**src/rtl/raifes_per_bus_arbiter.sv**
```systemverilog
`default_nettype none
// ============================================================================
// Module   : raifes_per_bus_arbiter
// Purpose  : Two-master / one-slave HASTI (AHB-lite) arbiter for the
//            peripheral bus. Master 0 is the core data port and master 1 is
//            the debug system-bus port. The arbiter grants the shared address
//            phase, remembers who owns the data phase, and routes write data,
//            read data, ready and response. Nothing is buffered: a losing
//            master is held off by driving its hready low.
// Ports    :
//   clk, nreset                    clock, asynchronous active-low reset
//   mN_haddr/hwrite/hsize/htrans   master N address phase (N = 0, 1)
//   mN_hwdata                      master N write data
//   mN_hrdata/hready/hresp         read data, ready, response to master N
//   per_haddr/hwrite/hsize/htrans  slave address phase
//   per_hwdata                     slave write data
//   per_hrdata/hready/hresp        slave read data, ready, response
// Params   :
//   MAX_WAIT      stalled cycles before the low-priority master is boosted
//   M1_HIGH_PRIO  1: master 1 wins ties, 0: master 0 wins ties
// Revision : 1.0 - initial release
// ============================================================================
module raifes_per_bus_arbiter #(
   parameter int unsigned MAX_WAIT     = 8,
   parameter bit          M1_HIGH_PRIO = 1'b1
) (
   input  logic        clk,
   input  logic        nreset,
   // master 0
   input  logic [31:0] m0_haddr,
   input  logic        m0_hwrite,
   input  logic [2:0]  m0_hsize,
   input  logic [1:0]  m0_htrans,
   input  logic [31:0] m0_hwdata,
   output logic [31:0] m0_hrdata,
   output logic        m0_hready,
   output logic        m0_hresp,
   // master 1
   input  logic [31:0] m1_haddr,
   input  logic        m1_hwrite,
   input  logic [2:0]  m1_hsize,
   input  logic [1:0]  m1_htrans,
   input  logic [31:0] m1_hwdata,
   output logic [31:0] m1_hrdata,
   output logic        m1_hready,
   output logic        m1_hresp,
   // slave
   output logic [31:0] per_haddr,
   output logic        per_hwrite,
   output logic [2:0]  per_hsize,
   output logic [1:0]  per_htrans,
   output logic [31:0] per_hwdata,
   input  logic [31:0] per_hrdata,
   input  logic        per_hready,
   input  logic        per_hresp
);

   localparam logic [1:0] c_HTRANS_IDLE = 2'b00;
   localparam logic       c_LP_MST      = ~M1_HIGH_PRIO;   // low-priority master index
   localparam logic [7:0] c_MAX_WAIT    = 8'(MAX_WAIT);

   // registered state
   logic       r_last_own;
   logic       r_dp_valid;
   logic       r_dp_own;
   logic [7:0] r_cnt;
   logic       r_boost;

   // combinational arbitration
   logic       w_req0;
   logic       w_req1;
   logic       w_lock;
   logic       w_addr_own;
   logic       w_addr_req;
   logic       w_addr_drive;
   logic       w_dp_act0;
   logic       w_dp_act1;
   logic       w_own0;
   logic       w_own1;
   logic       w_lp_req;
   logic       w_lp_grant;
   logic       w_lp_stall;

   // NONSEQ and SEQ both have htrans[1] set
   assign w_req0 = m0_htrans[1];
   assign w_req1 = m1_htrans[1];

   // SEQ (11) and BUSY (01) share htrans[0]: the previous owner is mid-burst
   assign w_lock = r_last_own ? m1_htrans[0] : m0_htrans[0];

   always_comb begin
      w_addr_own = r_last_own;                  // park on the last owner
      if (!w_lock) begin
         if (w_req0 && !w_req1) begin
            w_addr_own = 1'b0;
         end else if (w_req1 && !w_req0) begin
            w_addr_own = 1'b1;
         end else if (w_req0 && w_req1) begin
            w_addr_own = r_boost ? c_LP_MST : M1_HIGH_PRIO;
         end
      end
   end

   assign w_addr_req   = w_addr_own ? w_req1 : w_req0;
   // a locked owner may be in BUSY, which is forwarded but opens no data phase
   assign w_addr_drive = w_addr_req | w_lock;

   // slave address phase
   assign per_haddr  = w_addr_own ? m1_haddr  : m0_haddr;
   assign per_hwrite = w_addr_own ? m1_hwrite : m0_hwrite;
   assign per_hsize  = w_addr_own ? m1_hsize  : m0_hsize;
   assign per_htrans = (nreset && w_addr_drive) ?
                       (w_addr_own ? m1_htrans : m0_htrans) : c_HTRANS_IDLE;

   // data phase routing
   assign per_hwdata = r_dp_own ? m1_hwdata : m0_hwdata;
   assign m0_hrdata  = per_hrdata;
   assign m1_hrdata  = per_hrdata;

   assign w_dp_act0 = r_dp_valid & ~r_dp_own;
   assign w_dp_act1 = r_dp_valid &  r_dp_own;
   assign w_own0    = ~w_addr_own & w_addr_drive;
   assign w_own1    =  w_addr_own & w_addr_drive;

   // Data-phase owner and address-phase owner follow the slave; a master that
   // requests without the grant is stalled; an idle bystander sees ready.
   // While nreset is low every master sees ready/OKAY.
   assign m0_hready = ~nreset | ((w_dp_act0 | w_own0) ? per_hready : ~w_req0);
   assign m1_hready = ~nreset | ((w_dp_act1 | w_own1) ? per_hready : ~w_req1);
   assign m0_hresp  = nreset & w_dp_act0 & per_hresp;
   assign m1_hresp  = nreset & w_dp_act1 & per_hresp;

   // starvation tracking for the low-priority master
   assign w_lp_req   = c_LP_MST ? w_req1 : w_req0;
   assign w_lp_grant = per_hready & w_lp_req & (w_addr_own == c_LP_MST);
   assign w_lp_stall = w_lp_req & (w_addr_own != c_LP_MST);

   always_ff @(posedge clk or negedge nreset) begin
      if (!nreset) begin
         r_last_own <= M1_HIGH_PRIO;
         r_dp_valid <= 1'b0;
         r_dp_own   <= 1'b0;
         r_cnt      <= 8'd0;
         r_boost    <= 1'b0;
      end else begin
         if (per_hready) begin
            r_last_own <= w_addr_own;
            r_dp_valid <= w_addr_req;
            r_dp_own   <= w_addr_own;
         end
         if (w_lp_grant) begin
            r_cnt   <= 8'd0;
            r_boost <= 1'b0;
         end else if (w_lp_stall) begin
            // saturate at the threshold; boost once MAX_WAIT stalls are seen
            if (r_cnt != c_MAX_WAIT) begin
               r_cnt <= r_cnt + 8'd1;
            end
            if (r_cnt >= c_MAX_WAIT - 8'd1) begin
               r_boost <= 1'b1;
            end
         end
      end
   end

endmodule
`default_nettype wire

```
**config.mk**
```make
export PLATFORM = sky130hd
export DESIGN_NAME = raifes_per_bus_arbiter
export DESIGN_NICKNAME = d
export VERILOG_FILES = /design/src/rtl/raifes_per_bus_arbiter.sv
export SDC_FILE = /design/constraint.sdc
export NUM_CORES = 1
export LEC_CHECK = 0
export CELL_PAD_IN_SITES_DETAIL_PLACEMENT = 0
export CELL_PAD_IN_SITES_GLOBAL_PLACEMENT = 1
export CORE_ASPECT_RATIO = 0.5
export CORE_MARGIN = 8
export CORE_UTILIZATION = 16
export CTS_CLUSTER_SIZE = 8
export DETAILED_ROUTE_END_ITERATION = 8
export PLACE_DENSITY = 0.92
export SLEW_MARGIN = 20
export SYNTH_ARGS = -nofsm -noshare
export SYNTH_HDL_FRONTEND = slang
export SYNTH_SLANG_ARGS = --single-unit
export TNS_END_PERCENT = 5
```
**constraint.sdc**
```tcl
create_clock -name clk -period 2 [get_ports clk]
set_input_delay 0.2 -clock clk [delete_from_list [all_inputs] [get_ports clk]]
set_output_delay 0.2 -clock clk [all_outputs]
set_load 0.1 [all_outputs]
```
==> results.yml, run 1 <==
status:
  outcome: "complete, but fails checks"
  violations: "negative setup slack"
flow_run:
  drv_cap: 0
cells_and_area:
  n_antenna_cell: 0
  stdcell_area_um2: 5420
  drive_above_1_share_pct: 45.6
  nNetsFinal: 609
  regArea_um2: 302
  utilization_pct: 37.5
  fill_cells: 1408
  syn_to_final_growth_pct: 130
  multiInputGateArea_um2: 1480
floorplanning:
  die_w_um: 187
  dieArea_um2: 19100
  boundaryPins: 314
  core-area_um2: 14400
  core.rowCount: 31
  start_util_pct: 16.3
  dieHeight_um: 102
cts:
  clockBufferDepth: 2
  root_buffer: "clkbuf_16"
  cts_sinks: 12
  htreeDepth: 1
  clk_pin_slew_ns: 0.05
  cts_buffers: 3
  cts_tree: "built"
  holdBufCountCts: 0
  worstSkewPairLatency_ns: 0.25
routing:
  drt-met1-wl_um: 3890
  ant_nets: 0
  drcViolationCount: 0
  routed.top_layer: "met4"
  firstDrtPassIters: 4
  drt_iter0_markers: 167
  vias: 2485
  wl_met2_um: 6150
  wl_met3_um: 694
  drt-vias-per-instance: 3.96
  wl_um: 10800
  wl_per_cell_um: 17.3
global_route:
  antenna_found_initial: 0
  grt_pass1_vias: 2711
  grt-ovfl-total: 0
  grtUsageTotal_pct: 10.3
  grt_pass1_wl_um: 15700
  grt_start_max_net_pins: 37
timing:
  fmax_mhz: 483
  finalHoldViolations: 0
  fin_ws_ns: -0.0724
  skew_ns: 0.00115
  tightest_slew_ns: 0.366
  fin_crit_sh_pct: 104
  slew_viol_final: 0
  layout_min_cycle_time_ns: 2.07
  slew_headroom_pct: 75.3
  setup_viol: 35
  rsz0062_at_grt: "yes"
  whs_ns: 0.340
placed_design:
  placed_area_um2: 5200
  port_buffers: 217
  place_hpwl_um: 9510
  gp_congestion: 0.872
  post-place-ws_ns: -0.272
yosys:
  synth_edf_count: 0
  yosysWarnings: 0
  synth.area.mux_share_pct: 38.5
  synthAdderAreaFrac_pct: 1.06
  synthTopCellsByArea: "mux2_4 22%, buf_4 20%, mux2_2 17%, dfrtp_1 12%, buf_12 2.6%"
  ys_types: 44
  synth.top_cell.area_share_pct: 21.7
  synth_compound_area_share_pct: 9.95
  synth_top_family_by_area: "multiplexers"
  ys_seq_area_share_pct: 12.8
  yosys.area_share.simple_pct: 11.0
  synth.avg_cell_area_um2: 9.40
  yosysTopAreaCell: "mux2_4"
  synth_seq_cells: 12
  synthArstFlopShare_pct: 100
  synthesis.area_um2: 2350
  synth-xor-area-share_pct: 0
  synthFlopType: "dfrtp_1"
  netlist_instances: 250
  syn_nets: 428
power_and_ir_drop:
  ir_drop_v: 0.000428
  p_total_mw: 5.64
  p_per_area_nw_per_um2: 1040
  power.static_leakage_nw: 2.31
critical_path:
  crit_path_start_kind: "register"
  path_class: "register to output pin"
  regToRegSetupSlack_ns: 0.29
  critPathMaxFanout: 8
  reg2reg_depth: 4
  worstSetupEndpointType: "output pin"
  worstPathArrival_ns: 1.87
  regToRegStartpoint: "r_cnt[4]$_DFFE_PN0P_"
  crit_required_ns: 1.80
  r2r-end: "r_cnt[1]$_DFFE_PN0P_"
  crit_path_end: "per_haddr[19]"
  startpoint: "r_boost$_DFFE_PN0P_"
min_path:
  hold_path_class: "primary input to asynchronous set/reset pin"
-- where the power goes --
part	internal [mW]	total, mW	leakage [nW]	switching, mW
clock	0.303	0.426	0.0442	0.123
sequential	0.330	0.469	0.146	0.139
combinational	2.01	4.75	2.12	2.74
total	2.64	5.64	2.31	3.00
-- flip-flops by register name, indices dropped and copies added, names as in the netlist --
name        flops
r_last_own      1
r_dp_own        1
r_boost         1
r_cnt           8
r_dp_valid      1
-- critical path: stages, from the launching register on --
cell and delay (ns):
dfrtp_1 0.36, nor2b_2 0.07, or3_4 0.37, nand2_8 0.11, buf_12 0.11, buf_12 0.12
mux2_4 0.31, buf_12 0.17
-- layout make-up --
class,count,area share (%)
flip-flops and latches,12,5.57
repair buffers,252,60.3
multi-input cells,153,27.3
clock buffers,4,1.64
well taps,198,4.57
inverters,9,0.624
-- cells by family after synthesis --
| kind of cell | count (synthesis) |
|---|---|
| and+or+nand+nor | 47 |
| adders and majority gates | 2 |
| muxes | 69 |
| buffers and inverters | 85 |
| AOI/OAI and AO/OA | 35 |
| DFF | 12 |
-- per-layer routing --
| layer | global-route usage (%) | vias to the layer above |
|---|---|---|
| met1 | 11.3 | 1176 |
| met4 | 2.83 | 0 |
| met5 | 0 | - |
| met2 | 19.6 | 110 |
| li1 | - | 1192 |
| met3 | 2.58 | 7 |
-- worst min path at each step --
stage / to / cells past startpoint
2_1_floorplan: r_boost$_DFFE_PN0P_ / 0
4_1_cts: r_dp_valid$_DFFE_PN0P_ / 2
3_3_place_gp: m0_hrdata[23] / 0
3_5_place_dp: m0_hrdata[23] / 0
6_report: r_boost$_DFFE_PN0P_ / 2
5_1_grt: r_boost$_DFFE_PN0P_ / 2
-- cells in the final DEF (no fill, tap or decap), types with 2 or more instances in the layout --
master	count
buf_6	4
inv_1	8
buf_4	25
dlygate4sd2_1	4
or3_1	2
mux2_4	36
nor2_1	5
buf_12	79
nand4_1	4
mux2_2	33
a21oi_1	7
clkdlybuf4s50_1	139
a31o_2	2
ha_1	2
nor4_1	2
nand2b_1	2
nand2_1	11
a31oi_1	3
o21ai_0	8
nor2b_1	2
clkbuf_16	3
a22o_1	3
nand3_1	6
nor3_1	2
dfrtp_1	11
-- metrics by stage --
stage	std cells	setup TNS (ns)
6_report	628	-2.03
5_1_grt	628	-4.09
4_1_cts	628	-2.09
3_5_place_dp	618	-9.32
3_3_place_gp	618	-8.35
2_1_floorplan	250	-0.482
-- cells in the mapped netlist, types with 2 or more instances --
master,count
dfrtp_1,11
a31o_2,2
nand2_1,12
inv_1,8
nand3_1,6
buf_4,64
a211oi_1,2
or3_1,3
clkbuf_1,6
nand4_1,4
a31oi_1,3
mux2_4,34
ha_1,2
a21oi_1,8
nand2b_1,2
nor4_1,2
a22o_1,3
o21ai_0,8
mux2_2,35
nor2b_1,3
buf_12,3
nor3_1,2
nor2_1,6
-- repair_timing --
action	4_1_cts	5_1_grt
gates cloned	1	0
pin swaps	4	2
setup endpoints to repair	38	38
buffers inserted	5	0
resized for setup	16	1
No activity file was read; power rests on OpenSTA's default activity.
==> run 2, diff against run 1 <==
- CAP_MARGIN: unset -> 20
==> results of run 2 <==
No change in the layout: final DEF, timing and power equal those of run 1.
